`src/rtl/td4_program_rom.sv`:
```
// td4_program_rom
//   16 x 8-bit program store feeding the TD4 core. Bytes are shifted in
//   from Tiny Tapeout pins while load=1 (one byte per wr_strobe rising edge).
//   Instructions are fetched by pc while load=0 after a load has happened.
//
// Ports:
//   clk, rst_n            : clock (rising edge), async active-low reset
//   load                  : async pin, 1 = load mode, 0 = run mode
//   wr_strobe, wr_data    : async write strobe, program byte {opcode,imm}
//   pc                    : fetch address from the core
//   opcode, immediate     : registered instruction fields (0/0 unless RUN)
//   fetch_valid           : outputs came from memory
//   wr_count, overflow    : bytes written this load (0..16), sticky overrun
//   running               : state is RUN
module td4_program_rom #(
  parameter int unsigned SYNC_STAGES = 2
) (
  input  logic       clk,
  input  logic       rst_n,
  input  logic       load,
  input  logic       wr_strobe,
  input  logic [7:0] wr_data,
  input  logic [3:0] pc,
  output logic [3:0] opcode,
  output logic [3:0] immediate,
  output logic       fetch_valid,
  output logic [4:0] wr_count,
  output logic       overflow,
  output logic       running
);

  typedef enum logic [1:0] {
    IDLE = 2'd0,
    LOAD = 2'd1,
    RUN  = 2'd2
  } state_t;

  state_t state, state_next;

  logic [SYNC_STAGES-1:0] load_sync;
  logic [SYNC_STAGES-1:0] str_sync;
  logic                   str_prev;
  logic                   load_s;
  logic                   str_s;
  logic                   str_rise;
  logic                   load_entry;
  logic                   wr_req;
  logic                   wr_en;

  logic [7:0] mem [16];

  // Pin synchronizers plus one extra flop of strobe history for edge detect.
  always_ff @(posedge clk or negedge rst_n) begin
    if (!rst_n) begin
      load_sync <= '0;
      str_sync  <= '0;
      str_prev  <= 1'b0;
    end else begin
      load_sync <= {load_sync[SYNC_STAGES-2:0], load};
      str_sync  <= {str_sync[SYNC_STAGES-2:0], wr_strobe};
      str_prev  <= str_sync[SYNC_STAGES-1];
    end
  end

  assign load_s   = load_sync[SYNC_STAGES-1];
  assign str_s    = str_sync[SYNC_STAGES-1];
  assign str_rise = str_s & ~str_prev;

  always_comb begin
    state_next = state;
    unique case (state)
      IDLE:    if (load_s)  state_next = LOAD;
      LOAD:    if (!load_s) state_next = RUN;
      RUN:     if (load_s)  state_next = LOAD;
      default: state_next = IDLE;
    endcase
  end

  always_ff @(posedge clk or negedge rst_n) begin
    if (!rst_n) state <= IDLE;
    else        state <= state_next;
  end

  assign running    = (state == RUN);
  assign load_entry = (state != LOAD) && (state_next == LOAD);
  // Writes key off the current state, so a strobe landing on the
  // LOAD->RUN edge still commits.
  assign wr_req     = (state == LOAD) && str_rise;
  assign wr_en      = wr_req && (wr_count < 5'd16);

  // Entry into LOAD and a write request are mutually exclusive: entry
  // requires state != LOAD, a write requires state == LOAD.
  always_ff @(posedge clk or negedge rst_n) begin
    if (!rst_n) begin
      wr_count <= '0;
      overflow <= 1'b0;
    end else if (load_entry) begin
      wr_count <= '0;
      overflow <= 1'b0;
    end else if (wr_en) begin
      wr_count <= wr_count + 5'd1;
    end else if (wr_req) begin
      overflow <= 1'b1;
    end
  end

  always_ff @(posedge clk or negedge rst_n) begin
    if (!rst_n) begin
      for (int unsigned i = 0; i < 16; i++) mem[i] <= '0;
    end else if (wr_en) begin
      mem[wr_count[3:0]] <= wr_data;
    end
  end

  always_ff @(posedge clk or negedge rst_n) begin
    if (!rst_n) begin
      opcode      <= '0;
      immediate   <= '0;
      fetch_valid <= 1'b0;
    end else if (state == RUN) begin
      {opcode, immediate} <= mem[pc];
      fetch_valid         <= 1'b1;
    end else begin
      opcode      <= '0;
      immediate   <= '0;
      fetch_valid <= 1'b0;
    end
  end

endmodule

```
`config.mk`:
```
export PLATFORM = sky130hd
export DESIGN_NAME = td4_program_rom
export DESIGN_NICKNAME = d
export VERILOG_FILES = /design/src/rtl/td4_program_rom.sv
export SDC_FILE = /design/constraint.sdc
export NUM_CORES = 1
export LEC_CHECK = 0
export CAP_MARGIN = 20
export CORE_MARGIN = 2
export CORE_UTILIZATION = 54
export DETAILED_ROUTE_END_ITERATION = 16
export PLACE_DENSITY_LB_ADDON = 0.2
export SYNTH_ARGS = -nofsm -noshare
export SYNTH_HDL_FRONTEND = slang
export SYNTH_SLANG_ARGS = --single-unit
```
`constraint.sdc`:
```
create_clock -name clk -period 2.18 [get_ports clk]
set_clock_uncertainty 0.05 [all_clocks]
set_input_delay 0.545 -clock clk [delete_from_list [all_inputs] [get_ports clk]]
set_output_delay 0.545 -clock clk [all_outputs]
set_load 0.005 [all_outputs]
```
==> insert_results.sql <==
INSERT INTO impl_metrics (metric_group, metric, value, unit) VALUES
('outcome', 'run_status', 'complete, no violations', ''),
('timing', 'slew_headroom', '0.583', ''),
('clocking', 'clk_transition_reported_paths', '0.05', 'ns'),
('place', 'detailed_place_hpwl', '9710', 'µm'),
('floorplan', 'dieHeight', '117', 'µm'),
('cells_and_area', 'finalNetCount', '506', ''),
('clocking', 'tritoncts_clock_tree', 'built', ''),
('cells_and_area', 'fillerInstances', '934', ''),
('critical_path', 'critPathMaxStageDelay', '0.51', 'ns'),
('clocking', 'clockBufferDepth', '2', ''),
('timing', 'maximum_achievable_frequency', '0.474', 'GHz'),
('critical_path', 'critPathBufInv', '1', ''),
('floorplan', 'area_of_the_die', '13700', 'µm²'),
('synthesis', 'synth-warning-count', '0', ''),
('cells_and_area', 'drive_gt1_frac', '0.476', ''),
('synthesis', 'synth_sequential_area_ratio', '0.546', ''),
('route', 'drt_first_pass_iters', '4', ''),
('floorplan', 'die_w', '117', 'µm'),
('critical_path', 'worstPathMaxFanout', '4', ''),
('timing', 'maxSlewViolCount', '0', ''),
('min_path', 'class_of_the_worst_hold_path', 'in -> async', ''),
('timing', 'rsz0062_at_grt', 'no', ''),
('grt', 'grtUsageTotal', '0.237', ''),
('synthesis', 'synth_flop_cell', 'sky130_fd_sc_hd__dfrtp_1', ''),
('synthesis', 'post_synth_xor_area_fraction', '0.00127', ''),
('synthesis', 'synth.area.top_cells', 'sky130_fd_sc_hd__dfrtp_1, sky130_fd_sc_hd__mux2_2, sky130_fd_sc_hd__mux4_2', ''),
('synthesis', 'synthesis.nets', '453', ''),
('grt', 'antenna_found_initial', '0', ''),
('route', 'routedWlPerCell', '21.9', 'µm'),
('cells_and_area', 'flow.area_growth_from_synthesis', '19.5', '%'),
('power', 'p_total', '0.00715', 'W'),
('timing', 'tightestPinTransition', '0.624', 'ns'),
('timing', 'post-route-period-util', '0.967', ''),
('timing', 'report.final.hold_viol_count', '0', ''),
('route', 'drt.antenna.violating_nets', '0', ''),
('power', 'static-leakage-power', '3.62', 'nW'),
('timing', 'whs', '0.00113', 'ns'),
('route', 'via_per_inst', '5.80', ''),
('timing', 'final-setup-viol-count', '0', ''),
('critical_path', 'crit_path_start_kind', 'flip-flop', ''),
('synthesis', 'cell_area_after_synthesis', '6880', 'µm²'),
('grt', 'grt.overflow.total', '0', ''),
('synthesis', 'ys_seq_elements', '150', ''),
('critical_path', 'cp_cell_sequence', 'nor2b_4 > clkdlybuf4s50_1', ''),
('synthesis', 'synth.top_cell.area_share', '0.546', ''),
('job', 'drv.max_cap_violation_count', '0', ''),
('synthesis', 'syn_inst', '433', ''),
('place', 'place_congestion', '0.789', ''),
('grt', 'maximum_number_of_pins_on_one_net_before_global_route_repair', '46', ''),
('place', 'portBuffers', '31', ''),
('synthesis', 'synth_cell_type_count', '36', ''),
('clocking', 'clock_sinks', '150', ''),
('power', 'max-vdd-ir-drop', '0.639', 'mV'),
('synthesis', 'ys_async_sr_fraction', '1.00', ''),
('route', 'drt-initial-drc-count', '239', ''),
('cells_and_area', 'utilization', '0.657', ''),
('clocking', 'clock_insertion_delay_worst_skew', '0.43', 'ns'),
('cells_and_area', 'antenna_cells_inserted', '0', ''),
('route', 'dr_total_vias', '3889', ''),
('power', 'power_per_cell_area', '870', 'nW/µm²'),
('route', 'routed_wirelength', '14600', 'µm'),
('critical_path', 'cpMaxStageDelayCell', 'sky130_fd_sc_hd__clkdlybuf4s50_1', ''),
('critical_path', 'timing.critical_path.required', '1.58', 'ns'),
('floorplan', 'num_io_pins', '32', ''),
('clocking', 'cts_root_buf', 'sky130_fd_sc_hd__clkbuf_16', ''),
('clocking', 'cts-htree-levels', '4', ''),
('clocking', 'cts-buffers-inserted', '17', ''),
('synthesis', 'synth_top_cell_by_area', 'sky130_fd_sc_hd__dfrtp_1', ''),
('critical_path', 'critical_path_class', 'reg -> out', ''),
('synthesis', 'combinational_family_with_the_most_area_after_synthesis', 'multiplexers', ''),
('route', 'drcViolationCount', '0', '');
==> report_power, final <==
| part | total [W] | internal (W) | switching, W |
|---|---|---|---|
| Clock | 0.00311 | 0.00202 | 0.00109 |
| Sequential | 0.00321 | 0.00306 | 0.000150 |
| Combinational | 0.000826 | 0.000480 | 0.000347 |
==> metal layers <==
layer / part of all wire / track usage / up-vias
li1: - / - / 1737
met4: 0.019 / 0.0871 / 0
met2: 0.49 / 0.374 / 72
met3: 0.031 / 0.0608 / 24
met5: 0 / 0 / -
met1: 0.46 / 0.322 / 2056
==> worst paths after layout <==
path | cells past startpoint | slack [ns] | to | start
max | 2 | 0.07 | running | state[1]$_DFF_PN0_
min | 1 | 0.001 | mem[44]$_DFFE_PN0P_ | rst_n
max reg2reg | 5 | 0.10 | mem[119]$_DFFE_PN0P_ | state[1]$_DFF_PN0_
min reg2reg | 0 | 0.30 | str_sync[1]$_DFF_PN0_ | str_sync[0]$_DFF_PN0_
max in group asynchronous | 2 | 1.47 | state[1]$_DFF_PN0_ | rst_n
min in group clk | 0 | 0.30 | str_sync[1]$_DFF_PN0_ | str_sync[0]$_DFF_PN0_
==> cell usage in the layout, fill, tap and decap left out, types with 7 or more instances in the layout <==
cell type                         synthesis  layout
sky130_fd_sc_hd__mux2_4                  16      16
sky130_fd_sc_hd__nand3_4                  7       7
sky130_fd_sc_hd__clkdlybuf4s50_1          0      29
sky130_fd_sc_hd__a22oi_1                  7       7
sky130_fd_sc_hd__buf_4                    3      23
sky130_fd_sc_hd__a22o_1                   9       9
sky130_fd_sc_hd__dfrtp_1                150     148
sky130_fd_sc_hd__mux2_2                 112     112
sky130_fd_sc_hd__clkbuf_16                0      17
sky130_fd_sc_hd__nor2_1                   7       7
sky130_fd_sc_hd__a221o_1                  7       7
sky130_fd_sc_hd__mux2i_1                 15      15
sky130_fd_sc_hd__nand4_2                  8       8
sky130_fd_sc_hd__mux4_2                  25      25
sky130_fd_sc_hd__buf_12                   2       8
sky130_fd_sc_hd__and3_1                   7       7
==> area by class of cell <==
cell class / instances / area (µm²) / area share
clock buffers: 22 / 484 / 0.0589
clock inverters: 9 / 148 / 0.0180
inverters: 6 / 22.5 / 0.00274
multi-input cells: 249 / 2960 / 0.360
flip-flops and latches: 150 / 3760 / 0.457
well taps: 172 / 215 / 0.0262
repair buffers: 62 / 639 / 0.0778
==> flip-flops by register name, indices dropped and copies added (netlist names) <==
register	count
overflow	1
wr_count	5
immediate	4
fetch_valid	1
load_sync	2
state	2
str_sync	2
str_prev	1
mem	128
opcode	4
==> logic make-up (layout without fill, tap and decap cells) <==
group	Yosys count	after routing
AOI/OAI and AO/OA	32	32
xor gates and xnor gates	1	1
adders and majority gates	4	4
buffers and inverters	34	99
DFF	150	150
muxes	171	171
and+or+nand+nor	41	41
==> per-stage QoR <==
| stage | cell area (µm²) | instances | setup slack, ns |
|---|---|---|---|
| floorplan | 6880 | 433 | 0.0889 |
| global placement | 7570 | 638 | -0.172 |
| detailed placement | 7570 | 638 | -0.250 |
| CTS | 8210 | 669 | 0.00120 |
| global route | 8220 | 670 | 0.00921 |
| finish | 8220 | 670 | 0.0715 |
==> cell usage after synthesis, types with 5 or more instances <==
| library cell | count |
|---|---|
| sky130_fd_sc_hd__a221o_1 | 7 |
| sky130_fd_sc_hd__a22oi_1 | 7 |
| sky130_fd_sc_hd__mux2i_1 | 15 |
| sky130_fd_sc_hd__a22o_1 | 9 |
| sky130_fd_sc_hd__mux2_4 | 16 |
| sky130_fd_sc_hd__dfrtp_1 | 150 |
| sky130_fd_sc_hd__nor2_1 | 7 |
| sky130_fd_sc_hd__and3_1 | 7 |
| sky130_fd_sc_hd__mux4_2 | 25 |
| sky130_fd_sc_hd__mux2_2 | 112 |
| sky130_fd_sc_hd__nand3_4 | 7 |
| sky130_fd_sc_hd__clkbuf_1 | 18 |
| sky130_fd_sc_hd__nand4_2 | 8 |
| sky130_fd_sc_hd__inv_1 | 5 |
==> what timing repair did <==
| action | in CTS | in global routing |
|---|---|---|
| endpoints found under the setup margin | 1 | 3 |
| resized for setup | 3 | 1 |
| buffers inserted | 0 | 1 |
| hold buffers | 0 | 0 |
Power figures use the tool's default switching activity.
==> RTL edit: new RTL, same flow settings <==
Register the output `wr_count` once more, cleared by the reset; this adds one clock of latency there. The other outputs are not delayed to match.
--- a/src/rtl/td4_program_rom.sv
+++ b/src/rtl/td4_program_rom.sv
@@ -36,2 +36,4 @@
   } state_t;
+
+  logic [4:0] wr_count_s0;
 
@@ -88,3 +90,3 @@
   assign wr_req     = (state == LOAD) && str_rise;
-  assign wr_en      = wr_req && (wr_count < 5'd16);
+  assign wr_en      = wr_req && (wr_count_s0 < 5'd16);
 
@@ -94,9 +96,9 @@
     if (!rst_n) begin
-      wr_count <= '0;
+      wr_count_s0 <= '0;
       overflow <= 1'b0;
     end else if (load_entry) begin
-      wr_count <= '0;
+      wr_count_s0 <= '0;
       overflow <= 1'b0;
     end else if (wr_en) begin
-      wr_count <= wr_count + 5'd1;
+      wr_count_s0 <= wr_count_s0 + 5'd1;
     end else if (wr_req) begin
@@ -110,3 +112,3 @@
     end else if (wr_en) begin
-      mem[wr_count[3:0]] <= wr_data;
+      mem[wr_count_s0[3:0]] <= wr_data;
     end
@@ -129,2 +131,10 @@
 
+  always_ff @(posedge clk or negedge rst_n) begin
+    if (!rst_n) begin
+      wr_count <= '0;
+    end else begin
+      wr_count <= wr_count_s0;
+    end
+  end
+
 endmodule
Function: changed (Yosys sat finds a counterexample within 10 cycles, from zero or initial values and one cycle with rst_n low).
==> RTL edit against the unedited design <==
  * The run now ends with negative setup slack left
  * Setup slack got worse by 0.11 ns
  * Sequential cell count rose by 5
  * Area after synthesis fell by 0.11%
  * Via count rose by 3.7%
  * Routed wire length rose by 3.6%
  * Sequential power rose by 6.5%
  * Fmax fell by 5.1%
  * Power rose by 4.5%
  * Final area rose by 1.7%
  * Largest power group unchanged
==> RTL edit: results (changes against the unedited design) <==
stage,metric,value,unit,change
min_path,hold_class,reg2reg,,
pwr,p_clk,2.99,mW,-4%
routing,drt_iter0_drc,254,,+6.3%
pwr,clkPwrFrac,0.401,,-0.034
final_layout,finalInstanceArea,8361,µm²,+1.7%
routing,met3_length,699,µm,+55%
routing,avgViaCountPerCell,5.834,,+0.50%
synthesis,synth.area.top_cells,"dfrtp_1 (56%), mux2_2 (21%), mux4_2 (8.2%)",,
min_path,hold_depth,0,,
placement,place_congestion,0.8219,,+4.2%
synthesis,synth_compound_area_frac,0.03878,,+0.001679
sta,slew_headroom,0.5762,,-0.006429
worst_setup_path,critPathMaxStageDelay,0.54,ns,+0.03 ns
pwr,power_frac_comb,0.142,,+0.026
pwr,ir_drop,0.5318,mV,-17%
worst_setup_path,slowest_stage,or4b_4,,
synthesis,synth_cell_types,34,,-5.6%
final_layout,finalNetCount,527,,+4.2%
min_path,holdPathEnd,load_sync[1]$_DFF_PN0_,,
routing,routed_wirelength,15180,µm,+3.6%
global_routing,track_usage,0.2405,,+0.003450
final_layout,layout-drive-gt1-share,0.4740,,-0.001915
synthesis,synth_fa_ha_area_frac,0.007283,,+0.000007948
placement,pre_cts_slack,-0.1998,ns,+0.04996 ns
placement,dp.cells,653,,+2.4%
worst_setup_path,crit_arrival,2.47,ns,+0.96 ns
outcome,violations,negative setup slack,,
worst_setup_path,reg2regPathDepth,7,,+2
worst_setup_path,r2r-end,mem[112]$_DFFE_PN0P_,,
sta,worst_hold_slack,0.3031,ns,+0.3019 ns
final_layout,reg.largest.list,"mem x128, wr_count x5, wr_count_s0 x5",,
global_routing,grt_pass1_wl,23440,µm,+0.80%
global_routing,grtUsageMet2,0.3734,,-0.0007707
worst_setup_path,cp_max_fo,8,,+4
global_routing,grt_pass1_vias,4103,,-0.17%
global_routing,use_met1,0.3428,,+0.02098
worst_setup_path,cp-end-kind,flip-flop,,
sta,setup-violations-final,8,,+8
routing,wl_met1,7002,µm,+3.6%
global_routing,grtUsageMet3,0.04995,,-0.01081
synthesis,muxShareOfSynthArea,0.3154,,-0.01148
sta,totalNegativeSetupSlack,-0.1314,ns,-0.1314 ns
worst_setup_path,critPathTopFamily,simple AND/OR/NAND/NOR gates,,
placement,dpl.hpwl,10420,µm,+7.4%
synthesis,avgSynthCellArea,15.55,µm²,-2.1%
synthesis,yosysSeqAreaShare,0.5645,,+0.01880
pwr,p_leak,3.624,nW,about the same
pwr,p_sw_frac,0.2346,,+0.01256
placement,dpl-instance-area,7624,µm²,+0.68%
synthesis,ys.flop_type,dfrtp_1,,
outcome,outcome,"complete, but fails checks",,
synthesis,synth_nets,462,,+2.0%
final_layout,nFillCells,896,,-4.1%
sta,worst_slack,-0.04131,ns,-0.1128 ns
synthesis,synthTopCellsByCount,"dfrtp_1 (155), mux2_2 (126), mux4_2 (25)",,
final_layout,n_antenna_cell,0,,unchanged
routing,wl_met2,7293,µm,+2.0%
routing,wl_per_cell,21.96,µm,+0.50%
## RTL edit: cell count changes in the layout (fill, tap and decap cells not counted), moves of 4 or more
| cell | before | now |
|---|---|---|
| nand2_2 | 0 | 4 |
| nand4_2 | 8 | 2 |
| nand3_4 | 7 | 0 |
| mux2_4 | 16 | 1 |
| buf_4 | 23 | 34 |
| mux2_2 | 112 | 125 |
| dfrtp_1 | 148 | 154 |
## RTL edit: what timing repair did
item | CTS | global route
endpoints found under the setup margin | 34 | 74
endpoints found under the hold margin | 40 | 0
cloned | 0 | 1
hold buffers | 1 | 0
resized for setup | 4 | 11
pin swaps | 1 | 2
setup buffers | 0 | 5
## RTL edit: area by class of cell
type | instances | share of cell area
sequential | 155 | 0.4641
multi-input combinational | 254 | 0.3514
timing repair buffer | 73 | 0.08396
clock buffer | 23 | 0.05837
tap | 172 | 0.02574
clock inverter | 8 | 0.01377
inverter | 6 | 0.002694
